## config.mk

```make
export PLATFORM = sky130hd
export DESIGN_NAME = tdc_event_reader
export DESIGN_NICKNAME = d
export VERILOG_FILES = /design/src/rtl/tdc_event_reader.sv
export SDC_FILE = /design/constraint.sdc
export NUM_CORES = 1
export LEC_CHECK = 0
export ABC_AREA = 1
export CAP_MARGIN = 20
export CORE_ASPECT_RATIO = 0.75
export CORE_MARGIN = 1
export CORE_UTILIZATION = 45
export DETAILED_ROUTE_END_ITERATION = 6
export HOLD_SLACK_MARGIN = 0.08
export PLACE_DENSITY = 0.74
export SETUP_SLACK_MARGIN = 0.02
export SLEW_MARGIN = 20
export SYNTH_ARGS = -nofsm -noshare
export SYNTH_HDL_FRONTEND = slang
export SYNTH_SLANG_ARGS = --single-unit
export TNS_END_PERCENT = 30
```

## constraint.sdc

```tcl
create_clock -name clk -period 3.85 [get_ports clk]
set_input_delay 0.5775 -clock clk [delete_from_list [all_inputs] [get_ports clk]]
set_output_delay 0.5775 -clock clk [all_outputs]
set_load 0.005 [all_outputs]
```

## src/rtl/tdc_event_reader.sv

```systemverilog
// tdc_event_reader: consumer side of the TDC hasEvent/clear handshake, buffering
// captured events in a first-word-fall-through FIFO with sticky drop tracking.
module tdc_event_reader #(
  parameter int DEPTH = 4,
  parameter logic [3:0] CHAN_ID = 4'h0,
  parameter int CLR_RETRY = 16
) (
  input  logic                     clk,
  input  logic                     reset,
  input  logic                     i_enable,
  output logic                     o_enable_channel,
  input  logic                     i_hasEvent,
  input  logic                     i_busy,
  input  logic [31:0]              i_timestamp,
  input  logic [31:0]              i_pulseWidth,
  output logic                     o_clear,
  output logic                     o_valid,
  input  logic                     i_ready,
  output logic [67:0]              o_data,
  output logic [$clog2(DEPTH):0]   o_count,
  output logic                     o_overflow,
  input  logic                     i_overflow_clr,
  output logic [7:0]               o_drop_count,
  output logic                     o_busy_seen
);
  localparam int AW = $clog2(DEPTH);
  localparam int RW = $clog2(CLR_RETRY) + 1;
  localparam logic [AW:0] FULL = (AW+1)'(DEPTH);
  localparam logic [RW-1:0] RETRY_LAST = RW'(CLR_RETRY - 1);
  typedef enum logic [1:0] {IDLE, CLEAR, WAIT_LOW} state_t;
  state_t        r_state;
  logic [RW-1:0] r_retry;
  logic [67:0]   r_mem [DEPTH];
  logic [67:0]   r_last;
  logic [AW-1:0] r_wr;
  logic [AW-1:0] r_rd;
  logic [AW:0]   r_count;
  logic [7:0]    r_drop;
  logic          w_req;
  logic          w_pop;
  logic          w_acc;
  logic          w_drop;
  assign w_req = (r_state == IDLE) && i_enable && i_hasEvent;
  assign w_pop = o_valid && i_ready;
  assign w_acc = w_req && (r_count != FULL || w_pop);
  assign w_drop = w_req && !w_acc;
  assign o_valid = r_count != '0;
  assign o_count = r_count;
  assign o_drop_count = r_drop;
  // r_last keeps the most recently popped word so o_data is stable while empty
  assign o_data = o_valid ? r_mem[r_rd] : r_last;
  always_ff @(posedge clk or posedge reset) begin
    if (reset) begin
      r_state <= IDLE;
      o_clear <= 1'b0;
      r_retry <= '0;
    end else begin
      case (r_state)
        IDLE: begin
          if (w_req) begin
            o_clear <= 1'b1;
            r_state <= CLEAR;
          end
        end
        CLEAR: begin
          o_clear <= 1'b0;
          r_retry <= '0;
          r_state <= WAIT_LOW;
        end
        WAIT_LOW: begin
          if (!i_hasEvent) begin
            r_state <= IDLE;
          end else if (r_retry == RETRY_LAST) begin
            o_clear <= 1'b1;
            r_state <= CLEAR;
          end else begin
            r_retry <= r_retry + 1'b1;
          end
        end
        default: r_state <= IDLE;
      endcase
    end
  end
  always_ff @(posedge clk or posedge reset) begin
    if (reset) begin
      r_wr    <= '0;
      r_rd    <= '0;
      r_count <= '0;
      r_last  <= '0;
    end else begin
      r_wr    <= w_acc ? r_wr + 1'b1 : r_wr;
      r_rd    <= w_pop ? r_rd + 1'b1 : r_rd;
      r_last  <= w_pop ? r_mem[r_rd] : r_last;
      r_count <= (w_acc && !w_pop) ? r_count + 1'b1 :
                 (!w_acc && w_pop) ? r_count - 1'b1 : r_count;
    end
  end
  always_ff @(posedge clk) begin
    if (w_acc) r_mem[r_wr] <= {CHAN_ID, i_pulseWidth, i_timestamp};
  end
  // a drop on the same edge as a clear request wins and restarts the count at 1
  always_ff @(posedge clk or posedge reset) begin
    if (reset) begin
      o_enable_channel <= 1'b0;
      o_busy_seen      <= 1'b0;
      o_overflow       <= 1'b0;
      r_drop           <= '0;
    end else begin
      o_enable_channel <= i_enable;
      o_busy_seen      <= i_busy;
      o_overflow       <= w_drop ? 1'b1 : i_overflow_clr ? 1'b0 : o_overflow;
      r_drop           <= w_drop ? (i_overflow_clr ? 8'd1 : (r_drop == 8'hFF ? r_drop : r_drop + 1'b1)) :
                          i_overflow_clr ? 8'd0 : r_drop;
    end
  end
endmodule

```

# [After elaboration in Yosys (flattened, before gate mapping)]
# Memory sizes are Yosys's and may differ from the RTL's.
# Index checks and enable logic that the tools add are counted.
[word_totals] out_inout_bits=84 inputBits=71 ramBits=256 regBits=94 memories=1 wordCells=71
[classes] eq_ne=11 reduce_logical=20 mux=22 n_addsub=6
[mem_list] memory="r_mem" words=4 word_bits=64 read_ports=1 rd_ports_with_merged_regs=0 write_ports=1 line="33" rtl="logic [67:0] r_mem [DEPTH];"
[ops] cell="68-bit 2-to-1 mux" count=1
[ops] cell="8-bit 2-to-1 mux" count=4
[ops] cell="5-bit 2-to-1 mux" count=2
[ops] cell="2-bit != test (second input constant)" count=5
[ops] cell="5-bit case mux with 2 select lines" count=1
[ops] cell="8-bit by 1-bit adder with 8-bit output (second input constant)" count=1
[ops] cell="8-bit == test (second input constant)" count=1
[ops] cell="1-bit logical AND" count=7
[ops] cell="1-bit 2-to-1 mux" count=7
[ops] cell="2-bit 2-to-1 mux" count=3
[ops] cell="3-bit 2-to-1 mux" count=2
[ops] cell="3-bit != test (second input constant)" count=2
[ops] cell="2-bit case mux with 3 select lines" count=1
[ops] cell="2-bit nonzero test" count=3
[ops] cell="3-bit nonzero test" count=2
[ops] cell="5-bit by 1-bit adder with 5-bit output (second input constant)" count=1
[ops] cell="5-bit by 4-bit == test with 1-bit output (second input constant)" count=1
[ops] cell="2-bit by 1-bit adder with 2-bit output (second input constant)" count=2
[ops] cell="2-bit AND reduction" count=2
[ops] cell="4-bit AND reduction" count=1
[ops] cell="3-bit by 1-bit adder with 3-bit output (second input constant)" count=1
[ops] cell="1-bit case mux with 3 select lines" count=1
[ops] cell="3-bit AND reduction" count=1
[ops] cell="3-bit by 1-bit subtractor with 3-bit output (second input constant)" count=1
[ops] cell="5 further kinds" count=6

# [Logic depth before layout (Yosys ltp)]
[depth] depth_word=8 depth_mapped=12 mapped_depth_nobuf=12

# [Worst setup path before layout]
# OpenSTA, ideal clock, no wires.
[synth_path] path_kind="input port to flip-flop" start="input port i_enable" end="memory r_mem[0][0] (netlist bit), enable pin" t_required_ns=3.363 arrival_ns=3.625 slack_ns=-0.261 n_path_buf=0 cell_stages=4 setup_time_ns=0.487 path_cell_list="nand2_1 nor2_1 nand2_1 nor2_1"
[synth_via] elab_chain_len=5
[synth_rtl] element="from (decl)" line="10" rtl="input logic i_enable,"
[synth_rtl] element="1-bit logical AND (2 in series)" line="43" rtl="assign w_req = (r_state == IDLE) && i_enable && i_hasEvent;"
[synth_rtl] element="1-bit logical AND" line="45" rtl="assign w_acc = w_req && (r_count != FULL || w_pop);"
[synth_rtl] element="1-bit 2-to-1 mux" line="99" rtl="if (w_acc) r_mem[r_wr] <= {CHAN_ID, i_pulseWidth, i_timestamp};"
[synth_rtl] element="1-bit 2-to-1 mux (not written as such)" line="99"
[synth_rtl] element="to (decl)" line="33"
# Every way passes these cells.

# [Worst setup path after layout]
[layout_path] start="register r_rd[0]" end="output port o_data[49]"
[layout_via] elab_chain_len=2
[layout_rtl] element="from (decl)" line="36" rtl="logic [AW-1:0] r_rd;"
[layout_rtl] element="from (signal assigned)" line="92" rtl="r_rd <= w_pop ? r_rd + 1'b1 : r_rd;"
[layout_rtl] element="memory read 4 x 64 bit"
[layout_rtl] element="68-bit 2-to-1 mux" line="51" rtl="assign o_data = o_valid ? r_mem[r_rd] : r_last;"
[layout_rtl] element="to (decl)" line="19" rtl="output logic [67:0] o_data,"
# Every way passes these cells.

==> impl_metrics.csv <==
group,metric,value,unit
outcome,status,"finished, violations left",
outcome,violations,"design-rule violations",
setup_path,cp_cell_sequence,"buf_4 > nand2_1 > nand3_1 > nand2_1 > o21ai_0 > clkdlybuf4s50_1",
setup_path,critPathMaxStageDelay,600,ps
pwr,p_per_area,761,nW/um2
grt,overflow,0,
clock_tree,path_clk_slew,60,ps
setup_path,path_common_cell,"nand2_1",
clock_tree,clock_path_buffers,3,
finish,seqCellArea,9940,um2
floorplan,std_cell_rows,55,
pwr,p_clk_share,27.3,%
pwr,sw_frac_of_total,32.9,%
floorplan,start_util,46.3,%
drt,firstDrtPassIters,7,
timing,finClkSkew,18.6,ps
timing,period_share,86.8,%
floorplan,die-width,207,um
grt,grt_antenna_before_repair,2,
clock_tree,cts.sink_count,346,
yosys,syn_area_per_cell,11.0,um2
grt,grt_pass1_vias,9059,
pwr,ir_worst_vdd,0.437,mV
setup_path,startpoint_type,"flop",
drt,dr_total_vias,9514,
grt,grt_use_total,20.1,%
finish,n_fill_cell,2499,
grt,grt_max_degree,82,
yosys,seq_area_frac_synth,70.3,%
job,drv_cap,0,
finish,final_cell_mix,"nand2_1, edfxtp_1, clkdlybuf4s50_1, nand3_1, o21ai_0",
pwr,power,13.1,mW
finish,antennaDiodeCount,0,
timing,min_period,3340,ps
clock_tree,root_buffer,"clkbuf_16",
finish,design_area,17200,um2
yosys,ys_types,29,
pwr,power.leakage,6.61,nW
finish,multi_input_area,3670,um2
timing,tns,0,ps
yosys,yosysWarnings,0,
yosys,synth.ff_latch_count,346,
setup_path,crit_arrival,2770,ps
hold_path,min_path_type,"reg2reg",
finish,layout_commonest_cell,"nand2_1",
timing,tightest_slew,894,ps
clock_tree,post-cts-setup-buffers,0,
setup_path,critPathKind,"reg2out",
timing,finalSetupViolations,0,
drt,drt-initial-drc-count,736,
drt,routed_wl,31300,um
pwr,combPwrFrac,35.1,%
pwr,internal-power,8.77,mW
clock_tree,clock_latency,520,ps
yosys,synthCells,1283,
pwr,power_switching,4.31,mW
placement,port_buffers,150,
grt,grt_first_pass_wirelength,49700,um
placement,dp_hpwl,18600,um
floorplan,placeableCoreArea,30600,um2
timing,rsz0062_at_grt,"no",
timing,fmax,299,MHz
clock_tree,htreeDepth,2,
floorplan,io_pins,155,
setup_path,end_kind,"output port",
clock_tree,postCtsHoldBufs,0,
drt,wl_per_cell,16.9,um
setup_path,required,3270,ps
drt,vias_per_cell,5.14,
setup_path,critPathSlowestCell,"clkdlybuf4s50_1",
clock_tree,cts_tree,"built",
floorplan,dieHeight,156,um
finish,syn2layout_area_growth,21.5,%
yosys,synth_area,14100,um2
finish,layout-drive-gt1-share,6.61,%
drt,route.detailed.drc,12,
placement,gp_congestion,0.825,
pwr,power_frac_seq,37.6,%
timing,hold_violations,0,
finish,post-route-util,56.2,%
setup_path,path_max_fanout,51,
drt,antenna_left,0,
finish,final_net_count,1505,
clock_tree,cts_buffers,36,
clock_tree,ctsResizeCount,0,
placement,place_area,16000,um2
floorplan,fp.dieArea,32100,um2
timing,slew_viol_final,0,
timing,slew_headroom,40.4,%
sequential cells by signal, summed over array words and instances (netlist names):
name and cells:
o_drop_count 8, o_overflow 1, o_count 3, r_last 64, r_mem 256, r_state 2
r_rd 2, r_retry 5, r_wr 2, o_clear 1, o_enable_channel 1, o_busy_seen 1
metrics by stage:
stage	worst slack [ps]	hold WS [ps]	cells
floorplan	-261	453	1286
global placement	959	466	1786
detailed placement	959	473	1786
CTS	479	488	1852
global route	314	488	1852
finish	507	484	1852
power groups by stage:
| stage | clock network [mW] | registers (mW) | logic, mW |
|---|---|---|---|
| after floorplan | 0 | 4.93 | 2.57 |
| after global placement | 0 | 4.97 | 4.53 |
| after detailed placement | 0 | 4.99 | 4.61 |
| after CTS | 3.65 | 4.92 | 4.65 |
| after global routing | 3.78 | 4.99 | 5.15 |
| final | 3.57 | 4.92 | 4.59 |
path summary, 6_finish.rpt:
| check | startpoint | slack [ps] | cells after the start | to |
|---|---|---|---|---|
| max in group asynchronous | reset | 2470 | 3 | r_last[4]$_DFFE_PP0P_ |
| min in group asynchronous | reset | 610 | 2 | r_last[39]$_DFFE_PP0P_ |
| max | r_rd[0]$_DFFE_PP0P_ | 510 | 6 | o_data[49] |
| max reg2reg | o_count[0]$_DFFE_PP0P_ | 1510 | 5 | r_last[22]$_DFFE_PP0P_ |
| min | r_last[36]$_DFFE_PP0P_ | 480 | 2 | r_last[36]$_DFFE_PP0P_ |
| min reg2reg | r_last[36]$_DFFE_PP0P_ | 480 | 2 | r_last[36]$_DFFE_PP0P_ |
final cells by class:
type,count,share of cell area [%]
Sequential cell,346,57.9
Multi-Input combinational cell,833,21.3
Timing Repair Buffer,175,9.98
Clock buffer,46,5.76
Tap cell,399,2.91
Clock inverter,20,1.38
Inverter,33,0.765
worst max-delay path: cells and delay by family (launching register included):
kind	cells	cell delay, ps
buffers and inverters	2	1080
AND/OR/NAND/NOR	3	300
flip-flops	1	460
AO/OA/AOI/OAI	1	390
per-layer routing:
layer | global-route usage [%] | share of wire, % | vias up
met2 | 31.5 | 46 | 251
met5 | 0 | 0.035 | -
met1 | 28.5 | 45 | 4582
met3 | 4.61 | 7.1 | 42
met4 | 4.48 | 1.4 | 2
li1 | - | - | 4637
logic make-up (layout without fill, tap and decap cells):
kind of cell | count (synthesis) | after routing | share of synthesized area [%]
buffers and inverters | 107 | 274 | 4.09
other | 1 | 4 | 0.0265
AO/OA/AOI/OAI | 147 | 147 | 5.24
flip-flops | 346 | 346 | 70.3
adder cells (fa/ha/maj) | 9 | 9 | 0.850
XOR/XNOR | 6 | 6 | 0.372
AND/OR/NAND/NOR | 667 | 667 | 19.1
cells in the mapped netlist:
cell type  instances  area (um2)
nor2_4             1        11.3
a21oi_1            5        25.0
nor3_1             1        5.00
nand4_1            2        12.5
buf_1              5        18.8
clkbuf_1           8        30.0
nand3_1          136         681
nand2_1          498        1870
o21ai_0          105         526
o21bai_1           1        7.51
o22ai_1            2        12.5
nor2_1            24        90.1
dfrtp_1           90        2250
buf_2             27         135
xor2_1             4        35.0
xnor2_1            2        17.5
buf_4             20         150
ha_1               8         100
nor2_2             3        18.8
nand2_2            1        6.26
o21ai_1           34         170
inv_2              3        11.3
clkbuf_2           6        30.0
fa_1               1        20.0
nand2_4            1        11.3
conb_1             1        3.75
inv_1             30         113
edfxtp_1         256        7690
buf_6              8        90.1
(Power assumes the default switching activity.)
==> patch, RTL diff (same flow settings) <==
Change the parameter `CLR_RETRY` from 16 to 8.
--- a/src/rtl/tdc_event_reader.sv
+++ b/src/rtl/tdc_event_reader.sv
@@ -4,5 +4,5 @@
   parameter int DEPTH = 4,
   parameter logic [3:0] CHAN_ID = 4'h0,
-  parameter int CLR_RETRY = 16
+  parameter int CLR_RETRY = 8
 ) (
   input  logic                     clk,
Function: no difference found for any inputs over 4 cycles, from zero or initial values and one cycle with reset high; that may be too few to reach the edited logic, so the function may still have changed.
==> patch against the original RTL <==
Synthesized cell count shrank 1.2%; critical endpoint is now o_data[53]; register-to-register slack lost 0.04 ns; final area is 0.52% lower; area after synthesis about the same; sequential cell count down 1; power rose by 0.39%; non-clock buffer count fell by 8; critical path depth increased by 1; clock power down 6.2%; the run still ends with design-rule violations left; count of clock-buffer cells in the layout rose by 1; setup slack gained 0.012 ns; hold slack improved by 0.0034 ns; wire length is 3.6% lower; die area hardly changed.
==> patch: results (changes against the original RTL) <==
status finished, violations left; failing checks design-rule violations; share of synthesized area spent on multiplexers 0.151% (+0.15 points); Vias 9326 (-2.0%); largest net degree at the start of global routing 130 (+59%); adder-cell area share of the yosys netlist 0.762% (-0.088 points); Post-Synth XOR/XNOR Area 0.434% (+0.062 points); CP endpoint o_data[53]; Synth area leaders edfxtp_1, dfrtp_1, nand2_1, nand3_1, o21ai_1; slew margin rel. 41.4% (+0.99 points); dpl cell area 16000 sq um (about the same); most frequent cells after synthesis nand2_1, edfxtp_1, nand3_1; pre-CTS WS 0.930 ns (-0.0292 ns); initial antenna violation count 1 (-1); Seq/Total Area, Yosys 70.2% (-0.11 points); Final HPWL DP 17300 um (-6.7%); static leakage 0.00654 uW (-1.1%); Routed WL 30200 um (-3.6%); Max FO, Critical Path 46 (-9.8%); GPL Wtd Cong 0.792 (-4.0%); # nets final 1480 (-1.7%); fraction of the mapped netlist area in compound gates 5.16% (-0.075 points); reg2reg setup slack 1.47 ns (-0.04 ns); switching pwr 4390 uW (+2.0%); Post-route DRC 22 (+10); TritonCTS buffer count 35 (-2.8%); vias in the first global route 8717 (-3.8%); initial drt markers 722 (-1.9%); Worst Reg-to-Reg Cells 6 (+1); PnR worst setup slack 0.520 ns (+0.0123 ns); Distinct cells, synth 36 (+24%); async set-or-reset flop fraction in the synthesized netlist 25.8% (-0.21 points); overall routing resource usage 19.3% (-0.81 points)
[patch: worst max-delay path: stages, from the launching register on]
cell and delay (ns):
dfrtp_4 0.50, inv_4 0.41, buf_12 0.27, nand2_1 0.07
nand3_1 0.06, nand2_1 0.08, o21ai_1 0.26, clkdlybuf4s50_1 0.57
[patch: cells by family after synthesis]
family          after synthesis
simple gates                665
xor+xnor                      7
compound gates              140
buf+inv                     100
flops                       345
other cells                   1
fa+ha+maj                     8
mux                           2
[patch: how the worst min path moves through the flow]
stage,from,to,slack [ns],depth (start not counted)
final,r_last[21],r_last[21],0.49,2
after CTS,i_busy,o_busy_seen,0.48,1
after global placement,r_last[46],r_last[46],0.47,2
after global routing,i_busy,o_busy_seen,0.49,1
after detailed placement,r_last[21],r_last[21],0.48,2
after floorplan,r_last[0],r_last[0],0.46,2
[patch: routing by layer]
metal	vias to the layer above	part of all wire, %	track usage, %	routed length (um)
li1	4576	-	-	-
met4	0	2.0	5.39	615
met5	-	0	0	0
met2	257	45	29.4	13500
met1	4440	46	28.1	14000
met3	53	6.8	3.75	2040
[patch: power by group through the flow]
stage                     sequential (uW)  clock (uW)  combinational, uW
after global routing                 4960        3550               5460
after global placement               4940           0               4850
after detailed placement             4970           0               4940
after floorplan                      4920           0               2800
after CTS                            4900        3420               4970
final                                4900        3350               4880
[patch: layout make-up]
| type | count | area [sq um] |
|---|---|---|
| multi-input combinational | 826 | 3710 |
| inverter | 26 | 105 |
| timing repair buffer | 167 | 1730 |
| tap | 399 | 499 |
| fill | 2498 | 13400 |
| clock buffer | 47 | 983 |
| clock inverter | 15 | 143 |
| antenna | 1 | 2.50 |
| sequential | 345 | 9920 |
[patch: stage by stage]
stage                     hold WS (ns)  std cells
final                            0.487       1826
after global routing             0.494       1825
after CTS                        0.482       1825
after detailed placement         0.478       1763
after global placement           0.471       1763
after floorplan                  0.459       1271
